File: src/rtl/ex_mem_skid.sv
// ex_mem_skid: EX->MEM pipeline register with a one-entry skid buffer, so MEM ready never reaches ex_ready combinationally
`ifndef TYPE_I
`define TYPE_I 2'b00
`endif
module ex_mem_skid #(
    parameter int DW    = 32,
    parameter int CNT_W = 16
) (
    input  logic             clk,
    input  logic             rst,
    input  logic             flush,
    input  logic             ex_valid,
    output logic             ex_ready,
    input  logic [DW-1:0]    ex_alu_result,
    input  logic [DW-1:0]    ex_store_data,
    input  logic             ex_mem_wr,
    input  logic             ex_reg_wr,
    input  logic [4:0]       ex_waddr,
    input  logic [1:0]       ex_instr_type,
    output logic             mem_valid,
    input  logic             mem_ready,
    output logic [DW-1:0]    mem_alu_result,
    output logic [DW-1:0]    mem_store_data,
    output logic             mem_mem_wr,
    output logic             mem_reg_wr,
    output logic [4:0]       mem_waddr,
    output logic [1:0]       mem_instr_type,
    output logic [CNT_W-1:0] stall_cnt
);
    typedef struct packed {
        logic [DW-1:0] alu;
        logic [DW-1:0] sd;
        logic          mw;
        logic          rw;
        logic [4:0]    wa;
        logic [1:0]    it;
    } bundle_t;

    localparam bundle_t RST_B = '{alu: '0, sd: '0, mw: 1'b0, rw: 1'b0, wa: 5'd0, it: `TYPE_I};

    bundle_t main_b, skid_b, in_b;
    logic    main_valid, skid_valid, acc, out;

    assign in_b     = {ex_alu_result, ex_store_data, ex_mem_wr, ex_reg_wr, ex_waddr, ex_instr_type};
    assign ex_ready = rst & ~skid_valid;
    assign acc      = ex_valid & ex_ready;
    assign out      = main_valid & mem_ready;

    always_ff @(posedge clk or negedge rst) begin
        if (!rst) begin
            main_b     <= RST_B;
            skid_b     <= RST_B;
            main_valid <= 1'b0;
            skid_valid <= 1'b0;
            stall_cnt  <= '0;
        end else begin
            if (main_valid && !mem_ready && stall_cnt != '1)
                stall_cnt <= stall_cnt + CNT_W'(1);
            if (flush) begin
                main_valid <= 1'b0;
                skid_valid <= 1'b0;
            end else if (!main_valid) begin
                if (acc) begin
                    main_b     <= in_b;
                    main_valid <= 1'b1;
                end
            end else if (out) begin
                if (skid_valid) begin
                    main_b     <= skid_b;
                    skid_valid <= 1'b0;
                end else if (acc)
                    main_b <= in_b;
                else
                    main_valid <= 1'b0;
            end else if (acc) begin
                // skid can only be empty here, since a full skid holds ex_ready low
                skid_b     <= in_b;
                skid_valid <= 1'b1;
            end
        end
    end

    assign mem_valid      = main_valid;
    assign mem_alu_result = main_b.alu;
    assign mem_store_data = main_b.sd;
    assign mem_mem_wr     = main_b.mw & main_valid;
    assign mem_reg_wr     = main_b.rw & main_valid;
    assign mem_waddr      = main_b.wa;
    assign mem_instr_type = main_b.it;
endmodule
File: config.mk
export PLATFORM = sky130hd
export DESIGN_NAME = ex_mem_skid
export DESIGN_NICKNAME = d
export VERILOG_FILES = /design/src/rtl/ex_mem_skid.sv
export SDC_FILE = /design/constraint.sdc
export NUM_CORES = 1
export LEC_CHECK = 0
export CAP_MARGIN = 0
export CORE_MARGIN = 5
export CORE_UTILIZATION = 55
export DETAILED_ROUTE_END_ITERATION = 16
export GPL_TIMING_DRIVEN = 0
export PLACE_DENSITY = 0.86
export REMOVE_ABC_BUFFERS = 1
export SLEW_MARGIN = 30
export SYNTH_ARGS = -nofsm -noshare
export SYNTH_HDL_FRONTEND = slang
export SYNTH_SLANG_ARGS = --single-unit
File: constraint.sdc
create_clock -name clk -period 3.8 [get_ports clk]
set_input_delay 0.57 -clock clk [delete_from_list [all_inputs] [get_ports clk]]
set_output_delay 0.57 -clock clk [all_outputs]
set_load 0.02 [all_outputs]
# --- Word-level counts from Yosys, hierarchy flattened ---
# Cells that the tools add are included.
# Widths: inputs -> output; s select.
word_totals:
  register_bits: 164
  input_bits: 78
  output_inout_bits: 91
  word_cells: 47
classes:
  add_sub_neg: 1
  n_eq_ne: 2
  mux: 13
  bitwise_logic: 8
  reduce_logical: 8
ops:
  columns: ["op", "n"]
  rows:
  - ["$mux 73", 4]
  - ["$add 16x1->16 const B", 1]
  - ["$ne 16x16->1 const B", 1]
  - ["$mux 1", 9]
  - ["$and 1x1->1", 5]
  - ["$reduce_and 2->1", 2]
  - ["$reduce_and 4->1", 1]
  - ["$not 1->1", 3]
  - ["$reduce_bool 3->1", 1]
  - ["$logic_and 1x1->1", 2]
  - ["$ne 2x1->1 const B", 1]
  - ["$reduce_bool 2->1", 1]
  - ["$logic_not 1->1", 1]

# --- Longest topological paths before layout ---
# Gate-level depths: netlist (run 1).
logic_depth:
  depth_word: 8
  mapped_depth: 6
  mapped_depth_nobuf: 5

# --- Worst setup path after synthesis (run 1) ---
# OpenSTA, ideal clock, no wires.
synth_timing:
  path_type: "flip-flop to flip-flop"
  startpoint: "register stall_cnt[0]"
  endpoint: "register stall_cnt[1]"
  setup_ns: 0.128
  arrival_time_ns: 1.706
  t_required_ns: 3.672
  path_slack_ns: 1.967
  path_stages_with_launch: 6
  n_path_buf: 0
  synth_period_minus_slack_ns: 1.833
  path_cell_list: "dfrtp_1 ha_1 nand4_1 nor4_4 nand2b_1 mux2_1"
synth_between:
  elab_chain_len: 2
  word_cells_on_any_way: 3
  cone_classes: "add/sub (1); eq/ne (1); reduce/logical (1)"
synth_rtl:
  columns: ["element", "line_no", "source"]
  rows:
  - ["start: declaration", "28", "output logic [CNT_W-1:0] stall_cnt"]
  - ["start signal: assignment", "58", "stall_cnt <= stall_cnt + CNT_W'(1);"]
  - ["parallel branches: the longest is 2 deep, another holds $add 16x1->16", null, null]
# Parallel ways; which one is timed is not known.
# A chain may end at the register's enable or synchronous reset.

# --- Worst setup path after layout (run 1) ---
layout_timing:
  startpoint: "input rst"
  endpoint: "output ex_ready"
layout_between:
  elab_chain_len: 1
layout_rtl:
  columns: ["element", "line_no", "source"]
  rows:
  - ["start: declaration", "10", "input logic rst,"]
  - ["$and 1x1->1", "45", "assign ex_ready = rst & ~skid_valid;"]
  - ["end: declaration", "13", "output logic ex_ready,"]
# Every way passes these cells.

==> flow_summary.toml, run 1 <==
[sta]
fmax_mhz = 348
fin_worst_skew_ns = 0.00866
finalWorstSetupSlack_ns = 0.923
tightest_slew_ns = 0.584
final-setup-viol-count = 0
rsz0062_at_grt = "false"
relSlewSlack = 0.610
slew_violations = 0
fin_crit_ns = 2.88
final.setup.tns_ns = 0
period_share = 0.757
hold_viol_final = 0

[critical_path]
slowest_stage = "clkdlybuf4s50_1"
path_class = "input port to primary output"
end_kind = "primary output"
cp_max_fo = 92
worstPathCellList = "buf_8 > buf_16 > nor2b_1 > clkdlybuf4s50_1"
critical_path_required_ns = 3.23
slowest_delay_ns = 0.62
critPathArrivalTime_ns = 2.31
critPathLaunchType = "input port"

[synthesis]
syn_avg_cell_area_sq_um = 12.3
synth_top_area_cell = "dfrtp_1"
ys.flop_type = "dfrtp_1"
synthTopCellsByCount = "dfrtp_1 (164), a21oi_1 (76), nor2_1 (76)"
synth.distinct_cells = 39
netlist_area_sq_um = 7760
synthTopCellsByArea = "dfrtp_1 (53%), mux2_4 (11%), mux2i_1 (9.7%)"
synth_most_common_cell = "dfrtp_1"
yosysSeqAreaShare = 0.529
ys_ff_latch = 164
synth-async-reset-ratio = 1.00
synthCells = 630
synth-edff-count = 0
synth_top_area_share = 0.529
yosys_warnings = 0

[route]
wl_mm = 16.8
dr.pass1.iters = 4
wire_per_inst_um = 18.2
drcViolationCount = 0
viasPerCell = 5.43
final_antenna_net_count = 0
drt_iter0_markers = 416
vias = 4986

[clock_tree]
ctsResizeCount = 0
cts_buffer_depth = 2
h-tree-depth = 4
clock-sinks = 164
clock-root-buffer = "clkbuf_16"
cts_setup_buffers = 0
cts_tree = "yes"
clk_pin_slew_ns = 0.06
postCtsHoldBufs = 0
cts_buffers = 17
clock_latency_ns = 0.42

[finish]
layout-drive-gt1-share = 0.172
n_antenna_cell = 0
fin_area_sq_um = 9770
n_fill_cell = 925
syn2layout_area_growth_pct = 26.0
nets = 805

[power_and_ir_drop]
leakagePower_nw = 4.93
power.density_nw_per_um2 = 525
ir_drop_mv = 0.329

[run_status]
status = "finished clean"

[place]
postPlaceCellArea_sq_um = 9160
dp_slack_ns = 0.706
place_hpwl_mm = 11.6
gp_congestion = 0.808
numPortBuffers = 168

[floorplanning]
core_sq_um = 13900
die_area_sq_um = 16600
rows = 43
ios = 169
initial_core_util = 0.559
die_h_um = 129
die_x_um = 129

[run]
cap_violations = 0

[min_path]
hold_class = "input port to async pin"

[grt]
grt_max_degree = 93
grt_pass1_wl_mm = 27.6
track_usage = 0.209
grt_overflow_total = 0
antenna_found_initial = 0
first_global_vias = 5396
## worst paths after layout
path | start | end | slack, ns | depth (start not counted)
max | rst | ex_ready | 0.92 | 4
min | rst | mem_store_data[23]$_DFFE_PN0P_ | 0.10 | 1
max reg2reg | mem_valid$_DFF_PN0_ | mem_store_data[29]$_DFFE_PN0P_ | 1.49 | 7
min reg2reg | skid_b[0]$_DFFE_PN0P_ | skid_b[0]$_DFFE_PN0P_ | 0.50 | 1
max in group asynchronous | rst | skid_b[1]$_DFFE_PN0P_ | 2.86 | 2
min in group clk | skid_b[0]$_DFFE_PN0P_ | skid_b[0]$_DFFE_PN0P_ | 0.50 | 1
## area by class of cell
class,instances,area (sq um),area share
Timing Repair Buffer,181,1900,0.194
Sequential cell,164,4100,0.420
Clock inverter,12,154,0.0157
Clock buffer,20,457,0.0467
Multi-Input combinational cell,359,2930,0.300
Tap cell,180,225,0.0230
Inverter,3,11.3,0.00115
## layer usage
layer / part of all wire / routed length (um) / global-route usage / up-vias
met5: 0 / 0 / 0 / -
met4: 0.021 / 346 / 0.0791 / 0
met3: 0.062 / 1030 / 0.0589 / 26
met2: 0.51 / 8490 / 0.346 / 145
met1: 0.41 / 6890 / 0.263 / 2516
li1: - / - / - / 2299
## through the flow
stage | instances | hold WS [ns] | utilization | power [mW]
global placement | 874 | 0.486 | 0.643 | 3.37
finish | 919 | 0.102 | 0.704 | 5.13
CTS | 919 | 0.122 | 0.704 | 5.19
detailed placement | 887 | 0.492 | 0.660 | 3.40
floorplan | 526 | 0.274 | - | 2.82
global route | 919 | 0.149 | 0.704 | 5.37
## critical path: cells and delay by family
family / cells / cell delay (ns)
simple gates: 1 / 0.21
buf+inv: 3 / 1.43
## state kept, by name (all words and copies together), names as in the netlist
name and cells:
main_b 2, mem_alu_result 32, mem_instr_type 2, mem_store_data 32, mem_valid 1, mem_waddr 5, skid_b 73, skid_valid 1
stall_cnt 16
## power breakdown
| group | switching (mW) | internal [mW] | total (mW) |
|---|---|---|---|
| clock | 0.686 | 1.07 | 1.75 |
| sequential | 0.198 | 2.04 | 2.24 |
| combinational | 0.525 | 0.615 | 1.14 |
| total | 1.41 | 3.72 | 5.13 |
## cell families (layout without fill, tap and decap cells)
family          after synthesis  count (layout)  synth area share
mux                         149             149             0.233
buf+inv                     107             216            0.0969
xor+xnor                      9               9            0.0102
simple gates                117             117            0.0745
fa+ha+maj                     1               1           0.00161
compound gates               83              83            0.0552
flops                       164             164             0.529
## placed cells by master (no fill, tap or decap), types with 5 or more instances in the layout
cell type,netlist,layout
clkdlybuf4s50_1,0,167
dfrtp_1,164,164
a21oi_1,76,76
nor2_1,76,76
mux2i_1,75,75
mux2_4,59,59
clkbuf_16,0,17
mux2_2,14,14
nand4_1,7,7
buf_6,7,7
nand2_1,6,5
xor2_1,5,5
Power figures use the tool's default switching activity.
==> run 2, diff against run 1 <==
--- a/config.mk
+++ b/config.mk
@@ -7,10 +7,10 @@
 export LEC_CHECK = 0
 export CAP_MARGIN = 0
 export CORE_MARGIN = 5
-export CORE_UTILIZATION = 55
+export CORE_UTILIZATION = 51
 export DETAILED_ROUTE_END_ITERATION = 16
 export GPL_TIMING_DRIVEN = 0
-export PLACE_DENSITY = 0.86
+export PLACE_DENSITY = 0.8
 export REMOVE_ABC_BUFFERS = 1
 export SLEW_MARGIN = 30
 export SYNTH_ARGS = -nofsm -noshare
==> constraint.sdc (replaced) <==
create_clock -name clk -period 2.9 [get_ports clk]
set_input_delay 0.435 -clock clk [delete_from_list [all_inputs] [get_ports clk]]
set_output_delay 0.435 -clock clk [all_outputs]
set_load 0.02 [all_outputs]
==> run 2 against run 1 <==
Compared with the run above: worst hold slack got worse by 0.079 ns; non-clock buffer count increased by 3; routed wire length is 1.9% lower; sequential share of layout area fell by 0.059 points; count of clock-buffer cells in the layout is 2 higher; worst setup slack worse by 0.57 ns; first-iteration DRC count shrank 33%.
==> flow_summary.toml, run 2 (synthesis results as in run 1) <==
[critical_path]
r2r_end = "mem_alu_result[13]$_DFFE_PN0P_"
critPathArrivalTime_ns = 2.88
end_kind = "flop"
rrSetupSlack_ns = 0.35
r2r_cells = 9
critPathLaunchType = "flop"
path_class = "flop to flop"
crit_start = "mem_valid$_DFF_PN0_"
cp_max_fo = 33
slowest_delay_ns = 0.51
reg2reg_from = "mem_valid$_DFF_PN0_"
worstPathCellList = "nand2_4 > buf_16 > a211oi_4 > buf_6 > buf_8 > buf_8 > buf_6 > nor2_1 > a21oi_1"
slowest_stage = "dfrtp_1"
critical_path_required_ns = 3.23
endpoint = "mem_alu_result[13]$_DFFE_PN0P_"

[floorplanning]
die_h_um = 133
rows = 45
die_area_sq_um = 17800
initial_core_util = 0.514
core_sq_um = 15100
die_x_um = 133
ios = 169

[place]
gp_congestion = 0.817
numPortBuffers = 168
dp_cells = 896
place_hpwl_mm = 11.5

[grt]
track_usage = 0.187
antenna_found_initial = 0
first_global_vias = 5341
grt_max_degree = 92
grt_pass1_wl_mm = 27.0
grt_overflow_total = 0

[finish]
n_fill_cell = 1112
seqCellArea_sq_um = 4100
syn2layout_area_growth_pct = 26.2
regMostFlops = "skid_b"
layout-drive-gt1-share = 0.169
fin_cells = 928
final_common_cell = "clkdlybuf4s50_1"
largest_register_ffs = 73
final_cell_mix = "clkdlybuf4s50_1 (167), dfrtp_1 (164), a21oi_1 (76), nor2_1 (76), mux2i_1 (75)"
n_antenna_cell = 0
nets = 808
multiInputGateArea_sq_um = 2930

[power_and_ir_drop]
ir_drop_mv = 0.418
power.density_nw_per_um2 = 666
leakagePower_nw = 4.92
finalPower_mw = 6.52

[route]
viasPerCell = 5.37
drcViolationCount = 0
final_antenna_net_count = 0
vias = 4979
wire_per_inst_um = 17.7
drt_iter0_markers = 277
dr.pass1.iters = 4
wl_mm = 16.4

[min_path]
hold_class = "input port to async pin"

[sta]
hold_viol_final = 0
fin_worst_skew_ns = 0.00762
period_share = 0.879
tightest_slew_ns = 0.491
final-setup-viol-count = 0
fin_crit_ns = 2.55
relSlewSlack = 0.672
rsz0062_at_grt = "false"
slew_violations = 0
fmax_mhz = 392

[clock_tree]
ctsResizeCount = 0
clk_pin_slew_ns = 0.06
clock-root-buffer = "clkbuf_16"
cts_buffers = 17
h-tree-depth = 4
cts_buffer_depth = 2
clock_latency_ns = 0.41
cts_tree = "yes"
clock-sinks = 164

[run]
cap_violations = 0

[run_status]
status = "finished clean"
run 2: cell types whose count changed in the layout (fill, tap and decap cells not counted), sizes merged:
cell	delta
dlygate4sd3	+1
clkinvlp	+1
bufinv	-2
clkbuf	+2
buf	+2
clkinv	-3
run 2: metal layers:
layer	GRT usage	vias to the layer above	part of all wire	routed length, um
met4	0.0674	0	0.021	351
met1	0.239	2480	0.43	7100
met3	0.0431	28	0.050	821
li1	-	2304	-	-
met2	0.314	167	0.50	8170
met5	0	-	0	0
run 2: how the worst min path moves through the flow:
stage / start / to / slack, ns / cells after the start
after floorplan: rst / main_b[7]$_DFFE_PN0P_ / 0.14 / 0
after global placement: skid_b[6]$_DFFE_PN0P_ / skid_b[6]$_DFFE_PN0P_ / 0.49 / 1
after detailed placement: rst / mem_alu_result[27]$_DFFE_PN0P_ / 0.45 / 1
after CTS: rst / skid_b[49]$_DFFE_PN0P_ / 0.01 / 2
after global routing: rst / mem_alu_result[8]$_DFFE_PN0P_ / 0.04 / 2
final: rst / mem_alu_result[8]$_DFFE_PN0P_ / 0.02 / 2
run 2: power breakdown:
part           leakage [nW]  internal, mW  switching, mW
sequential             2.00          2.67          0.271
combinational          2.67         0.814          0.677
clock                 0.254          1.22          0.865
run 2: area by class of cell:
type | instances | share of cell area
multi-input cells | 359 | 0.299
repair buffers | 184 | 0.201
flip-flops and latches | 164 | 0.419
clock inverters | 8 | 0.00805
well taps | 188 | 0.0240
inverters | 3 | 0.00115
clock buffers | 22 | 0.0474
run 2: timing repair:
| item | CTS | global route |
|---|---|---|
| endpoints found under the hold margin | 7 | 0 |
| setup buffers | 0 | 0 |
| hold buffers | 2 | 0 |
run 2: through the flow:
step	instance area [sq um]	hold WS (ns)	TNS [ns]	util	setup WS (ns)
floorplan	7020	0.139	-671.58	-	-8.60
global placement	8930	0.486	-2499.40	0.592	-15.31
detailed placement	9210	0.451	-1.09	0.610	-0.181
CTS	9790	0.0144	0	0.649	0.352
global route	9790	0.0405	0	0.649	0.196
finish	9790	0.0224	0	0.649	0.349
run 2: worst max-delay path: cells and delay by family (launching register included):
kind	cells	cell delay, ns
compound gates	2	0.61
simple gates	2	0.29
buf+inv	5	1.02
flops	1	0.51
==> edit 1: new RTL, config.mk and constraints of run 1 <==
Set the parameter `DW` to 64 (it was 32).
--- a/src/rtl/ex_mem_skid.sv
+++ b/src/rtl/ex_mem_skid.sv
@@ -4,5 +4,5 @@
 `endif
 module ex_mem_skid #(
-    parameter int DW    = 32,
+    parameter int DW    = 64,
     parameter int CNT_W = 16
 ) (
Ports: changed (resized ex_alu_result, ex_store_data, mem_alu_result and mem_store_data); port bits go from 169 to 297. The function was not compared with the original's and may differ.
==> edit 1 against run 1 <==
Utilization is 0.77 points higher. Critical path depth is 7 higher. Power grew 72%. First-iteration DRC count grew 9.6%. Cell area grew 71%. Wire length increased by 77%. Worst setup slack worse by 310 ps. Count of clock-buffer cells in the layout rose by 25. Sequential cell count rose by 128. Synthesized area rose by 70%.
==> edit 1: results (changes against run 1) <==
| Metric | Value |
|---|---|
| Status | complete, no violations (unchanged) |
| Pin count of the biggest net entering global routing | 85 (was 93) |
| Fill cells | 1599 (was 925) |
| CTS buffer count | 30 (was 17) |
| Hold-fix buffers, CTS | 1 (was 0) |
| First-pass DRT Iterations | 4 (unchanged) |
| Met2 Routed Length | 14700 µm (was 8490 µm) |
| Post-synthesis sequential area ratio | 55.3% (was 52.9%) |
| Dpl hpwl | 20600 µm (was 11600 µm) |
| Slew HR | 53.3% (was 61.0%) |
| GRT Total Usage | 21.9% (was 20.9%) |
| Clk Latency, worst-skew pair | 540 ps (was 420 ps) |
| CTS H-tree lvls | 1 (was 4) |
| RePlAce Congestion | 0.782 (was 0.808) |
| Critical path arrival | 3640 ps (was 2310 ps) |
| Post-layout nets | 1407 (was 805) |
| Via density | 5.30 (was 5.43) |
| Worst hold slack | 489 ps (was 102 ps) |
| DRT iter0 DRCs | 456 (was 416) |
| Slowest stage delay, CP | 670 ps (was 620 ps) |
| Max VDD drop | 0.430 mV (was 0.329 mV) |
| Max FFs per register | 137 (was 73) |
| DRT met1 WL | 11400 µm (was 6890 µm) |
| Layout cells sized above 1 | 8.00% (was 17.2%) |
| CP max stage cell | a221oi_4 (was clkdlybuf4s50_1) |
| Leakage | 8.31 nW (was 4.93 nW) |
| Reg2reg path depth | 9 (was 7) |
| I/O Buffers | 296 (was 168) |
| Top FF cell, synth | dfrtp_1 (unchanged) |
| Met3 routed WL | 2500 µm (was 1030 µm) |
| Synth cell count leaders | dfrtp_1, buf_4, a21oi_1 (was dfrtp_1, a21oi_1, nor2_1) |
| Worst-case clock buffer depth | 3 (was 2) |
| Synth area leaders | dfrtp_1, mux2i_1, mux2_1, buf_4, a21oi_1 (was dfrtp_1, mux2_4, mux2i_1, buf_4, a21oi_1) |
| Final setup skew | 23.7 ps (was 8.66 ps) |
| Worst-case hold path end point | skid_b[62] |
| Reg2Reg Setup Slack | 1040 ps (was 1490 ps) |
| Worst hold path class | reg2reg (was in2async) |
| R2R Path End | mem_store_data[18] (was mem_store_data[29]) |
| Critical Path Fanout Max | 56 (was 92) |
| First-pass GRT wire length | 47900 µm (was 27600 µm) |
| Cells after Synth | 1103 (was 630) |
| Root buf cell | clkbuf_16 (unchanged) |
| DP Cell Count | 1550 (was 887) |
| Cell variety after synth | 30 (was 39) |
| Initial antenna violation count | 1 (was 0) |
| Vias in the first global route | 9226 (was 5396) |
-- edit 1: kinds of logic (layout without fill, tap and decap cells) --
family / Yosys count / in the layout / share of synthesized area, %
mux: 278 / 278 / 22.4
simple gates: 178 / 178 / 5.65
fa+ha+maj: 1 / 1 / 0.0947
other cells: 0 / 1 / 0
xor+xnor: 11 / 11 / 0.729
compound gates: 144 / 144 / 5.59
flops: 292 / 292 / 55.3
buf+inv: 199 / 384 / 10.2
-- edit 1: power breakdown --
group | switching [mW] | internal [mW]
logic | 0.939 | 0.965
clock network | 1.19 | 1.81
registers | 0.301 | 3.64
total | 2.43 | 6.42
-- edit 1: critical path, delay by kind of cell --
family	cells	cell delay (ps)
buffers and inverters	7	1890
AOI/OAI and AO/OA	2	790
and+or+nand+nor	2	330
-- edit 1: per-stage QoR --
stage | util (%) | setup slack (ps) | cell area, µm² | TNS [ps]
after global routing | 71.2 | 386 | 16800 | 0
after CTS | 71.2 | 604 | 16800 | 0
after global placement | 64.7 | -31290 | 15200 | -8728700
after floorplan | - | -16960 | 11900 | -2323380
after detailed placement | 66.8 | 679 | 15700 | 0
final | 71.2 | 614 | 16800 | 0
-- edit 1: layer usage --
| layer | GRT usage [%] | vias to the layer above |
|---|---|---|
| met5 | 0 | - |
| met4 | 6.65 | 0 |
| met3 | 6.99 | 57 |
| met2 | 37.7 | 256 |
| met1 | 26.3 | 4220 |
| li1 | - | 3989 |
-- edit 1: layout make-up --
cell class              instances  share of cell area, %
multi-input cells             612                   27.3
clock buffers                  45                   5.30
repair buffers                326                   20.6
clock inverters                11                  0.799
inverters                       2                 0.0448
well taps                     319                   2.38
flip-flops and latches        292                   43.6
diodes                          1                 0.0149
==> edit 2: new RTL, settings of run 1 <==
Without the edit above. Make the reset (`rst`) synchronous in one clocked block.
--- a/src/rtl/ex_mem_skid.sv
+++ b/src/rtl/ex_mem_skid.sv
@@ -47,5 +47,5 @@
     assign out      = main_valid & mem_ready;
 
-    always_ff @(posedge clk or negedge rst) begin
+    always_ff @(posedge clk) begin
         if (!rst) begin
             main_b     <= RST_B;
Formal check against the unedited RTL: differs if rst is asserted again (counterexample within 4 cycles, from zero or initial values and one cycle with rst low); with rst held inactive, the same outputs for 4 cycles.
==> edit 2 against run 1 <==
Sequential cell count did not move. First-iteration DRC count increased by 24%. Worst setup slack got worse by 500 ps. Wire length is 12% higher. Cell area is 2.0% lower. Synthesized area fell by 0.82%. Register-to-register slack worse by 860 ps. Critical path type unchanged.
Power is not compared: it rests on default switching activity, and its combinational part moved more than twofold at a synthesized area within 25%.
==> edit 2: results (changes against run 1) <==
| Metric | Value |
|---|---|
| Status | complete, no violations (unchanged) |
| GRT Total Usage | 22.7% (was 20.9%) |
| DRT iter0 DRCs | 516 (was 416) |
| Min-delay src | skid_b[50] |
| Cell variety after synth | 41 (was 39) |
| Dpl hpwl | 12200 µm (was 11600 µm) |
| First-pass GRT wire length | 30500 µm (was 27600 µm) |
| Critical path arrival | 2810 ps (was 2310 ps) |
| Async SR Flop Fraction | 0% (was 100%) |
| Layout cells sized above 1 | 12.4% (was 17.2%) |
| Reg2reg start | mem_valid (unchanged) |
| Final setup skew | 8.82 ps (was 8.66 ps) |
| Reg2Reg Setup Slack | 630 ps (was 1490 ps) |
| Slowest stage delay, CP | 640 ps (was 620 ps) |
| Slew HR | 51.6% (was 61.0%) |
| Worst hold slack | 453 ps (was 102 ps) |
| Post-Route WL | 18700 µm (was 16800 µm) |
| Critical Path Fanout Max | 96 (was 92) |
| Post-synthesis sequential area ratio | 42.7% (was 52.9%) |
| Reg2reg path depth | 10 (was 7) |
| RePlAce Congestion | 0.784 (was 0.808) |
| Vias in the first global route | 6180 (was 5396) |
| Fill cells | 1047 (was 925) |
| R2R Path End | mem_alu_result[12] (was mem_store_data[29]) |
| Synth area leaders | dfxtp_1, a311oi_2, nand2_1, buf_4, a21oi_1 (was dfrtp_1, mux2_4, mux2i_1, buf_4, a21oi_1) |
| CP max stage cell | clkdlybuf4s50_1 (unchanged) |
| Post-layout nets | 1054 (was 805) |
| Worst hold path class | reg2reg (was in2async) |
==> edit 2: changes by cell type after synthesis, moves of 14 or more <==
cell      delta
clkbuf_1    +41
mux2_4      -59
mux2i_1     -74
dfrtp_1    -164
nand2_1    +218
a311oi_2    +67
nand3_1     +76
mux2_2      -14
dfxtp_1    +164
==> edit 2: area by class of cell <==
type	count	area (µm²)	share of cell area [%]
tap	180	225	2.35
inverter	4	22.5	0.235
clock inverter	11	109	1.14
clock buffer	21	440	4.60
sequential	164	3290	34.3
multi-input combinational	598	3490	36.4
timing repair buffer	190	2000	20.9
==> edit 2: how the worst max path moves through the flow <==
stage	startpoint	end	cells past startpoint
after floorplan	mem_valid	main_b[7]	3
after global placement	mem_valid	mem_store_data[29]	3
after detailed placement	rst	mem_alu_result[12]	10
after CTS	rst	ex_ready	5
after global routing	rst	ex_ready	5
final	rst	ex_ready	5
==> edit 2: kinds of logic after synthesis <==
group | share of synthesized area, %
compound gates | 21.2
xor+xnor | 0.114
fa+ha+maj | 0.163
buf+inv | 12.3
flops | 42.7
mux | 0.130
simple gates | 23.5
==> edit 2: through the flow <==
step / setup WS, ps / util, % / instance area (µm²) / cells
after floorplan: -6520 / - / 6760 / 766
after global placement: -11220 / 62.7 / 8670 / 1114
after detailed placement: 366 / 65.3 / 9020 / 1135
after CTS: 450 / 69.2 / 9570 / 1167
after global routing: 346 / 69.3 / 9580 / 1168
final: 420 / 69.3 / 9580 / 1168
==> edit 2: worst max-delay path, delay by kind of cell <==
kind	cells	cell delay (ps)
buf+inv	4	2080
simple gates	1	80
==> edit 2: power by group <==
part	internal, mW	total (mW)	switching [mW]	leakage (nW)
clock network	0.960	1.63	0.670	0.263
logic	0.221	0.453	0.232	1.59
registers	1.77	1.80	0.0331	1.33
total	2.95	3.88	0.935	3.19
==> edit 2: routing by layer <==
layer	global-route usage (%)	vias up
met5	0	-
met4	8.30	0
met3	5.67	36
met2	38.6	213
met1	27.9	3109
li1	-	3217
